**src/rtl/cpu_types_pkg.sv**
```systemverilog
// Shared types for the pipeline front end: the machine word, the fetch FSM states
// and the fetch stride.
package cpu_types_pkg;

    typedef logic [31:0] word_t;

    typedef enum logic [1:0] {
        RUN     = 2'd0,
        PENDING = 2'd1,
        HALTED  = 2'd2
    } fetch_state_t;

    localparam word_t WORD_BYTES = 32'd4;

endpackage

```
**src/rtl/if_id_latch.sv**
```systemverilog
// IF/ID pipeline register. Hold has priority over flush, and flush over load.
// With none of the three asserted, the register keeps its contents.
module if_id_latch
    import cpu_types_pkg::*;
(
    input  logic  CLK,
    input  logic  nRST,
    input  logic  hold,
    input  logic  flush,
    input  logic  load,
    input  word_t instr_in,
    input  word_t npc_in,
    output word_t instr_out,
    output word_t npc_out,
    output logic  valid_out
);

    word_t instr_q, instr_d;
    word_t npc_q, npc_d;
    logic  valid_q, valid_d;

    always_comb begin
        instr_d = instr_q;
        npc_d   = npc_q;
        valid_d = valid_q;
        if (hold) begin
            instr_d = instr_q;
        end else if (flush) begin
            instr_d = '0;
            npc_d   = '0;
            valid_d = 1'b0;
        end else if (load) begin
            instr_d = instr_in;
            npc_d   = npc_in;
            valid_d = 1'b1;
        end
    end

    always_ff @(posedge CLK or negedge nRST) begin
        if (!nRST) begin
            instr_q <= '0;
            npc_q   <= '0;
            valid_q <= 1'b0;
        end else begin
            instr_q <= instr_d;
            npc_q   <= npc_d;
            valid_q <= valid_d;
        end
    end

    assign instr_out = instr_q;
    assign npc_out   = npc_q;
    assign valid_out = valid_q;

endmodule

```
**src/rtl/fetch_stage.sv**
```systemverilog
// Instruction fetch: owns the PC, drives the icache, and applies stall, flush and
// redirect verdicts from the hazard unit before filling the IF/ID register.
module fetch_stage
    import cpu_types_pkg::*;
#(
    parameter word_t PC_INIT = 32'h0000_0000
) (
    input  logic  CLK,
    input  logic  nRST,
    input  logic  ihit,
    input  word_t iload,
    output logic  imemREN,
    output word_t imemaddr,
    input  logic  hazard,
    input  logic  branch,
    input  logic  jump,
    input  word_t branch_target,
    input  word_t jump_target,
    input  logic  halt,
    output word_t id_instr,
    output word_t id_npc,
    output logic  id_valid
);

    word_t        pc_q, pc_d;
    word_t        redir_pc_q, redir_pc_d;
    fetch_state_t state_q, state_d;

    logic  ifid_hold, ifid_flush, ifid_load;
    logic  redirect;
    word_t target;
    word_t pc_plus4;

    assign redirect = branch | jump;
    assign target   = (jump ? jump_target : branch_target) & ~32'h3;
    assign pc_plus4 = pc_q + WORD_BYTES;

    always_comb begin
        pc_d       = pc_q;
        redir_pc_d = redir_pc_q;
        state_d    = state_q;
        ifid_hold  = 1'b0;
        ifid_flush = 1'b0;
        ifid_load  = 1'b0;
        unique case (state_q)
            RUN: begin
                if (halt) begin
                    state_d    = HALTED;
                    ifid_flush = 1'b1;
                end else if (hazard) begin
                    ifid_hold = 1'b1;
                end else if (redirect) begin
                    ifid_flush = 1'b1;
                    if (ihit) begin
                        pc_d = target;
                    end else begin
                        // Keep pc so the cache sees a stable address until it answers.
                        redir_pc_d = target;
                        state_d    = PENDING;
                    end
                end else if (ihit) begin
                    ifid_load = 1'b1;
                    pc_d      = pc_plus4;
                end else begin
                    ifid_flush = 1'b1;
                end
            end
            PENDING: begin
                if (halt) begin
                    state_d    = HALTED;
                    redir_pc_d = '0;
                    ifid_flush = 1'b1;
                end else if (hazard) begin
                    ifid_hold = 1'b1;
                end else if (redirect) begin
                    ifid_flush = 1'b1;
                    if (ihit) begin
                        pc_d    = target;
                        state_d = RUN;
                    end else begin
                        redir_pc_d = target;
                    end
                end else if (ihit) begin
                    // Wrong-path data returned; drop it and take the saved target.
                    pc_d       = redir_pc_q;
                    state_d    = RUN;
                    ifid_flush = 1'b1;
                end else begin
                    ifid_flush = 1'b1;
                end
            end
            HALTED: begin
                ifid_hold = 1'b1;
            end
            default: begin
                state_d   = HALTED;
                ifid_hold = 1'b1;
            end
        endcase
    end

    always_ff @(posedge CLK or negedge nRST) begin
        if (!nRST) begin
            pc_q       <= PC_INIT;
            redir_pc_q <= '0;
            state_q    <= RUN;
        end else begin
            pc_q       <= pc_d;
            redir_pc_q <= redir_pc_d;
            state_q    <= state_d;
        end
    end

    assign imemaddr = pc_q & ~32'h3;
    assign imemREN  = (state_q != HALTED);

    if_id_latch u_if_id (
        .CLK       (CLK),
        .nRST      (nRST),
        .hold      (ifid_hold),
        .flush     (ifid_flush),
        .load      (ifid_load),
        .instr_in  (iload),
        .npc_in    (pc_plus4),
        .instr_out (id_instr),
        .npc_out   (id_npc),
        .valid_out (id_valid)
    );

endmodule

```
**config.mk**
```make
export PLATFORM = sky130hd
export DESIGN_NAME = fetch_stage
export DESIGN_NICKNAME = d
export VERILOG_FILES = /design/src/rtl/cpu_types_pkg.sv /design/src/rtl/if_id_latch.sv /design/src/rtl/fetch_stage.sv
export SDC_FILE = /design/constraint.sdc
export NUM_CORES = 1
export LEC_CHECK = 0
export BUFFER_PORTS_ARGS = -buffer_cell sky130_fd_sc_hd__buf_2
export CAP_MARGIN = 40
export CORE_MARGIN = 2
export CORE_UTILIZATION = 35
export CTS_BUF_LIST = sky130_fd_sc_hd__clkbuf_4 sky130_fd_sc_hd__clkbuf_8 sky130_fd_sc_hd__clkbuf_16
export DETAILED_ROUTE_END_ITERATION = 7
export HOLD_SLACK_MARGIN = 0.05
export SETUP_SLACK_MARGIN = 0.1
export SYNTH_ARGS = -nofsm -noshare
export SYNTH_HDL_FRONTEND = slang
export SYNTH_SLANG_ARGS = --single-unit
```
**constraint.sdc**
```tcl
create_clock -name CLK -period 3 [get_ports CLK]
set_clock_uncertainty 0.2 [all_clocks]
set_input_delay 0.3 -clock CLK [delete_from_list [all_inputs] [get_ports CLK]]
set_output_delay 0.3 -clock CLK [all_outputs]
set_load 0.005 [all_outputs]
```
==> reports/metrics.cfg, run 1 <==
[status]
status=complete, no violations

[sta]
hold_violations=0
max_slew_margin=0.576
period_share=0.796
slew_violations=0
fin_setup_tns_ns=0
rsz0062_at_grt=no
hold_ws_ns=0.0739
setup_viol=0
period_minus_slack_ns=2.39
max_freq_ghz=0.419
max_slew.worst_pin.slew_ns=0.635

[layout]
instances_no_fill=1143
drive_gt1_frac=0.300
post-route-util=0.489
syn_to_final_growth_pct=35.9
diodes=0
finalNetCount=1005

[drt]
routed_wirelength_mm=20.8
viasPerCell=5.34
dr.pass1.iters=5
vias=6100
postRouteAntennaNets=0
drc_errors=0
drt-initial-drc-count=454
avgRoutedWirePerCell_microns=18.2

[worst_setup_path]
slowest_delay_ns=0.56
crit_chain=dlygate4sd3_1 > buf_2 > or2_2 > nand2b_1 > nor2_2 > buf_12 > nand2_1 > o221ai_1
required_ns=3.13
crit_path_end_kind=flip-flop
arrival_ns=2.51
crit_slowest_cell=dlygate4sd3_1
critPathMaxFanout=38
worstSetupPathType=in2reg
crit_path_start_kind=input port

[floorplanning]
die-area_sq_mm=0.0197
boundaryPins=201
start_util=0.359
die_h_microns=141
num_rows=49
die_w_microns=141
core-area_sq_mm=0.0181

[pwr]
power_density_mw_per_mm2=486
power_w=0.00431
p_leak_nw=4.28
p_int_w=0.00320
switching_share=0.256
clkPwrFrac=0.449
ir_drop_v=0.000376
seqPwrFrac=0.441
comb_power_share=0.110
power_switching_w=0.00110

[global_route]
grt_overflow=0
track_usage=0.215
antenna_found_initial=0
grt_max_degree=56
grt_pass1_wl_mm=33.2
grt_pass1_vias=5964

[synthesis]
yosys_warnings=0
netlist_instances=664
synth_top_cell_area_share=0.503
synth_cell_type_count=59
synth_seq_cells=131
avgSynthCellArea_sq_um=9.82
synth.most_common_cell=dfrtp_1
synthArstFlopShare=1.00
synth.largest_area_cell=dfrtp_1
synth_area_sq_mm=0.00652
synth_area_leaders=dfrtp_1 (50%), a22o_1 (5.8%), nand2_1 (4.4%), o21ai_0 (3.6%), mux2i_1 (3.5%)
ys_top_cells_by_count=dfrtp_1 (131), nand2_1 (77), nor2_1 (51)
synthFlopType=dfrtp_1
ys_seq_area_frac=0.503
synth-edff-count=0

[cts]
cts_sinks=131
root_buffer=clkbuf_16
worstSkewPairLatency_ns=0.42
cts_buffer_depth=2
cts_tree=built
cts.clk_slew.worst_paths_ns=0.06
htree_num_levels=4
cts_made_buffers=17

[placement]
dp_hpwl_mm=14.7
io_buffers=194
numPlacedInstances=1059
gp_congestion=0.864

[min_path]
min_path_type=in2reg

[run]
maxCapViolCount=0

## logic make-up (layout without fill, tap and decap cells)
logic type | count (synthesis) | in the layout | share of synthesized area
AOI/OAI and AO/OA | 210 | 210 | 0.225
xor gates and xnor gates | 26 | 26 | 0.0349
adders and majority gates | 1 | 1 | 0.00192
buffers and inverters | 67 | 316 | 0.0424
DFF | 131 | 131 | 0.503
muxes | 30 | 30 | 0.0474
other | 1 | 2 | 0.000575
and+or+nand+nor | 198 | 198 | 0.145
## power by group through the flow
| stage | Clock, W | Combinational (W) | Sequential, W |
|---|---|---|---|
| floorplan | 0 | 0.000197 | 0.00192 |
| CTS | 0.00197 | 0.000477 | 0.00190 |
| detailed placement | 0 | 0.000417 | 0.00193 |
| finish | 0.00193 | 0.000474 | 0.00190 |
| global route | 0.00205 | 0.000526 | 0.00191 |
| global placement | 0 | 0.000414 | 0.00193 |
## layer usage
| metal | wire length [microns] | track usage | up-vias |
|---|---|---|---|
| met3 | 1010 | 0.0369 | 33 |
| met1 | 9790 | 0.317 | 2959 |
| met4 | 474 | 0.0800 | 0 |
| met5 | 0 | 0 | - |
| met2 | 9540 | 0.318 | 191 |
| li1 | - | - | 2917 |
## registers in the layout, summed over array words and instances, names as in the netlist
signal             count
pc_q                  32
redir_pc_q            32
u_if_id.instr_out     32
u_if_id.npc_out       32
state_q                2
u_if_id.valid_out      1
## through the flow
step	worst slack, ns	area (sq um)
floorplan	0.700	6530
global placement	0.717	7800
detailed placement	0.667	7800
CTS	0.625	8870
global route	0.474	8870
finish	0.612	8870
## layout make-up
type / instances / area [sq um]
fill: 1735 / 9280
sequential: 131 / 3280
multi-input combinational: 467 / 2990
timing repair buffer: 273 / 1720
clock buffer: 18 / 433
tap: 229 / 287
clock inverter: 14 / 116
inverter: 11 / 41.3
## worst max-delay path: cells and delay by family
family	cells	cell delay (ns)
and+or+nand+nor	4	1.08
AOI/OAI and AO/OA	1	0.19
buffers and inverters	3	0.93
## placed cells by master (no fill, tap or decap), drive strengths merged, types with 3 or more instances in the layout
master / instances
a221o: 3
or2: 3
xor2: 7
dfrtp: 131
nand2b: 3
o211ai: 3
a31oi: 3
and4: 3
inv: 11
nand3: 22
o2bb2ai: 5
nor2b: 4
o221ai: 7
nand2: 78
nor4: 8
clkinvlp: 4
nor3: 8
or4: 4
a21oi: 31
o31a: 4
buf: 221
a211oi: 19
and3: 4
mux2: 7
clkbuf: 18
a22o: 43
nor2: 51
nand4: 7
xnor2: 19
a22oi: 11
o21ai: 49
clkinv: 9
dlygate4sd3: 52
o22ai: 12
mux2i: 23
## worst paths after layout
check	start	to	slack, ns	cells past startpoint
worst min-delay path	branch_target[3]	redir_pc_q[3]	0.07	3
worst min register to register	u_if_id.npc_out[15]	u_if_id.npc_out[15]	0.26	2
worst max-delay path	halt	pc_q[7]	0.61	8
min in group asynchronous	nRST	redir_pc_q[27]	0.13	2
max in group asynchronous	nRST	pc_q[1]	1.77	3
worst max register to register	pc_q[11]	pc_q[20]	0.68	5
## what timing repair did
| item | 4_1_cts | 5_1_grt |
|---|---|---|
| gates resized for setup | 0 | 0 |
| hold endpoints to repair | 173 | 0 |
| hold buffers | 52 | 0 |
| setup buffers | 0 | 0 |
Power figures use the tool's default switching activity.
==> run 2, diff against run 1 <==
Clock period 3 ns to 2.42 ns, I/O delays scaled along.
==> reports/metrics.cfg, run 2 (same netlist as run 1, synthesis figures left out) <==
[worst_setup_path]
crit_path_end_kind=flip-flop
crit_family=simple AND/OR/NAND/NOR gates
crit_slowest_cell=or4_4
slowest_delay_ns=0.57
worstSetupPathType=reg2reg
required_ns=2.54
r2r_cells=5
arrival_ns=2.37
path_buf_inv=0
critPathMaxFanout=7
reg2reg_slack_ns=0.17
crit_path_start_kind=flip-flop
crit_chain=nand4_1 > or4_4 > nor4_1 > a221oi_1 > o21ai_0
worst-path-stages=5

[layout]
post-route-util=0.506
finalNetCount=1032
final_common_cell=buf_2
diodes=0
syn_to_final_growth_pct=40.9
mostFrequentLayoutCells=buf_2 (193), dfrtp_1 (131), nand2_1 (77)
drive_gt1_frac=0.312

[drt]
avgRoutedWirePerCell_microns=18.3
dr.pass1.iters=5
vias=6187
drc_errors=0
routed_wirelength_mm=21.3
drt-initial-drc-count=629
viasPerCell=5.29
postRouteAntennaNets=0

[sta]
max_slew.worst_pin.slew_ns=0.646
slew_violations=0
period_minus_slack_ns=2.25
setup_viol=0
period_share=0.928
hold_violations=0
max_slew_margin=0.569
max_freq_ghz=0.445
rsz0062_at_grt=no
fin_setup_tns_ns=0
worst_slack_ns=0.174

[global_route]
antenna_found_initial=0
grt_max_degree=53
grt_pass1_wl_mm=33.7
track_usage=0.219
grt_pass1_vias=5971
grt_overflow=0

[placement]
io_buffers=194
gp_congestion=0.898
dp_slack_ns=0.145
dp_hpwl_mm=15.0

[cts]
cts_tree=built
root_buffer=clkbuf_16
cts_buffer_depth=2
cts_sinks=131
cts_made_buffers=17
htree_num_levels=4
cts.clk_slew.worst_paths_ns=0.06
worstSkewPairLatency_ns=0.42

[pwr]
p_leak_nw=4.46
power_density_mw_per_mm2=592
power_w=0.00544
ir_drop_v=0.000401

[floorplanning]
core-area_sq_mm=0.0181
die_h_microns=141
boundaryPins=201
start_util=0.359
die-area_sq_mm=0.0197
die_w_microns=141
num_rows=49

[run]
maxCapViolCount=0

[min_path]
holdPathStages=3
min_path_type=in2reg

[status]
status=complete, no violations

run 2: cell types whose count changed in the layout (fill, tap and decap cells not counted):
cell           previous run  this run
buf_4                    26        39
dlygate4sd3_1            52        60
buf_12                    2         8
clkbuf_4                  1         5
clkbuf_8                  0         4
clkinvlp_4                4         0
clkinv_4                  3         0
clkinv_2                  6         4
or4_1                     3         2
or4_4                     1         2
run 2: timing repair:
item / in CTS / in global routing
hold endpoints to repair: 178 / 0
hold buffers: 60 / 0
buffers inserted: 0 / 1
setup endpoints to repair: 0 / 4
resized for setup: 0 / 1
run 2: cell type report:
type / instances / area [sq um]
clock buffer: 26 / 518
clock inverter: 5 / 50.0
fill: 1684 / 8960
inverter: 11 / 41.3
multi-input combinational: 467 / 2990
sequential: 131 / 3280
tap: 229 / 287
timing repair buffer: 300 / 2020
run 2: report_power, final:
part	internal, W	total (W)	switching, W
Sequential	0.00227	0.00234	0.0000684
Clock	0.00156	0.00246	0.000895
Combinational	0.000319	0.000641	0.000323
run 2: path summary, 6_finish.rpt:
kind | start | to
setup / recovery | pc_q[14] | pc_q[16]
hold / removal | branch_target[19] | redir_pc_q[19]
setup reg to reg | pc_q[14] | pc_q[16]
hold reg to reg | u_if_id.npc_out[13] | u_if_id.npc_out[13]
max in group asynchronous | nRST | u_if_id.npc_out[21]
min in group asynchronous | nRST | redir_pc_q[26]
run 2: through the flow:
step	cell area, sq um	instances	hold slack (ns)
6_report	9190	1169	0.0530
3_5_place_dp	8010	1077	-0.00892
3_3_place_gp	8010	1077	-0.00709
5_1_grt	9190	1169	0.0693
2_1_floorplan	6530	665	-0.254
4_1_cts	9180	1168	0.0517
run 2: metal layers:
metal / global-route usage / routed length (microns) / vias up
met1: 0.319 / 9970 / 2989
met5: 0 / 0 / -
li1: - / - / 2959
met4: 0.0637 / 313 / 0
met3: 0.0421 / 1120 / 19
met2: 0.333 / 9930 / 220
run 2: worst reg2reg max path, delay by kind of cell, from the launching register on:
| kind | cells | cell delay, ns |
|---|---|---|
| AND/OR/NAND/NOR | 3 | 1.21 |
| AO/OA/AOI/OAI | 2 | 0.33 |
| flip-flops | 1 | 0.42 |
==> run 3, diff against run 2 <==
Settings changed: BUFFER_PORTS_ARGS -buffer_cell sky130_fd_sc_hd__buf_2 to -buffer_cell sky130_fd_sc_hd__buf_4.
==> reports/metrics.cfg, run 3 (same netlist as run 1, synthesis figures left out) <==
[floorplanning]
die_h_microns=141
boundaryPins=201
num_rows=49
core-area_sq_mm=0.0181
die-area_sq_mm=0.0197
die_w_microns=141
start_util=0.359

[sta]
period_minus_slack_ns=2.20
max_freq_ghz=0.454
max_slew_margin=0.563
fin_setup_tns_ns=0
setup_viol=0
hold_violations=0
rsz0062_at_grt=no
max_slew.worst_pin.slew_ns=0.654
slew_violations=0
period_share=0.910

[layout]
drive_gt1_frac=0.311
syn_to_final_growth_pct=48.0
diodes=0
finalNetCount=1024
nFillCells=1672
mostFrequentLayoutCells=buf_4 (226), dfrtp_1 (131), nand2_1 (77)
final_common_cell=buf_4

[cts]
htree_num_levels=4
cts_sinks=131
cts_made_buffers=17
root_buffer=clkbuf_16
cts.clk_slew.worst_paths_ns=0.06
cts_tree=built
cts_buffer_depth=2
worstSkewPairLatency_ns=0.42

[pwr]
seqPwrFrac=0.408
power_switching_w=0.00139
power_density_mw_per_mm2=594
ir_drop_v=0.000452
p_int_w=0.00434
power_w=0.00573
switching_share=0.243
comb_power_share=0.125
clkPwrFrac=0.467
p_leak_nw=4.52

[worst_setup_path]
critPathMaxFanout=17
crit_slowest_cell=dfrtp_1
worstSetupPathType=reg2reg
crit_path_start_kind=flip-flop
crit_path_end_kind=flip-flop
path_common_cell=nand4_1
reg2reg_slack_ns=0.22
required_ns=2.54
arrival_ns=2.32
crit_chain=nand4_1 > buf_4 > nor4_2 > buf_12 > nand4_1 > a21o_1 > a211o_1
slowest_delay_ns=0.40

[placement]
io_buffers=194
dp_hpwl_mm=15.1
gp_congestion=0.886

[global_route]
grt_pass1_wl_mm=34.6
track_usage=0.225
grt_overflow=0
grt_max_degree=46
antenna_found_initial=0
grt_pass1_vias=6030

[drt]
dr.pass1.iters=4
drt-initial-drc-count=520
drc_errors=0
postRouteAntennaNets=0
viasPerCell=5.33
vias=6194
routed_wirelength_mm=21.8
avgRoutedWirePerCell_microns=18.8

[run]
maxCapViolCount=0

[min_path]
min_path_type=in2reg

[status]
status=complete, no violations

run 3: cell count changes in the layout (fill, tap and decap cells not counted), sizes merged:
cell         before  now
clkbuf           26   22
clkinvlp          0    3
buf             240  234
dlygate4sd3      60   58
bufinv            1    3
run 3: layout make-up:
| class | instances | area [sq um] | share of cell area |
|---|---|---|---|
| timing repair buffer | 292 | 2440 | 0.253 |
| sequential | 131 | 3280 | 0.340 |
| clock buffer | 22 | 469 | 0.0486 |
| tap | 229 | 287 | 0.0297 |
| inverter | 11 | 41.3 | 0.00428 |
| multi-input combinational | 467 | 3010 | 0.311 |
| clock inverter | 10 | 133 | 0.0137 |
run 3: power groups by stage:
stage	Combinational (W)	Clock, W	Sequential [W]
CTS	0.000713	0.00268	0.00234
floorplan	0.000245	0	0.00237
finish	0.000715	0.00268	0.00234
global placement	0.000622	0	0.00238
detailed placement	0.000627	0	0.00238
global route	0.000777	0.00278	0.00235
run 3: metrics by stage:
step           cell area [sq um]  instances   util  setup slack [ns]  hold WS [ns]
6_report                    9650       1162  0.532             0.219        0.0397
5_1_grt                     9650       1162  0.532             0.103        0.0755
3_5_place_dp                8450       1071  0.465             0.144         0.106
4_1_cts                     9630       1161  0.531             0.106        0.0502
2_1_floorplan               6530        665      -             0.120        -0.254
3_3_place_gp                8450       1071  0.465             0.212         0.109
run 3: path summary, 6_finish.rpt:
| path | to | startpoint | cells past startpoint |
|---|---|---|---|
| setup / recovery | pc_q[25] | pc_q[14] | 7 |
| hold / removal | redir_pc_q[13] | branch_target[13] | 3 |
| setup reg to reg | pc_q[25] | pc_q[14] | 7 |
| hold reg to reg | u_if_id.npc_out[15] | u_if_id.npc_out[15] | 2 |
| max in group asynchronous | u_if_id.npc_out[15] | nRST | 3 |
| min in group asynchronous | redir_pc_q[25] | nRST | 2 |
run 3: critical path, delay by kind of cell, from the launching register on:
kind                   cells  cell delay, ns
buffers and inverters      2            0.39
AND/OR/NAND/NOR            3            0.60
AO/OA/AOI/OAI              2            0.49
flip-flops                 1            0.40
run 3: what timing repair did:
action | 4_1_cts | 5_1_grt
setup endpoints to repair | 0 | 12
buffers inserted | 0 | 1
resized for setup | 0 | 3
hold buffers | 58 | 0
hold endpoints to repair | 88 | 0
run 3: routing by layer:
layer	global-route usage	share of wire
met4	0.0737	0.021
met5	0	0
met2	0.342	0.47
met1	0.328	0.47
met3	0.0376	0.045
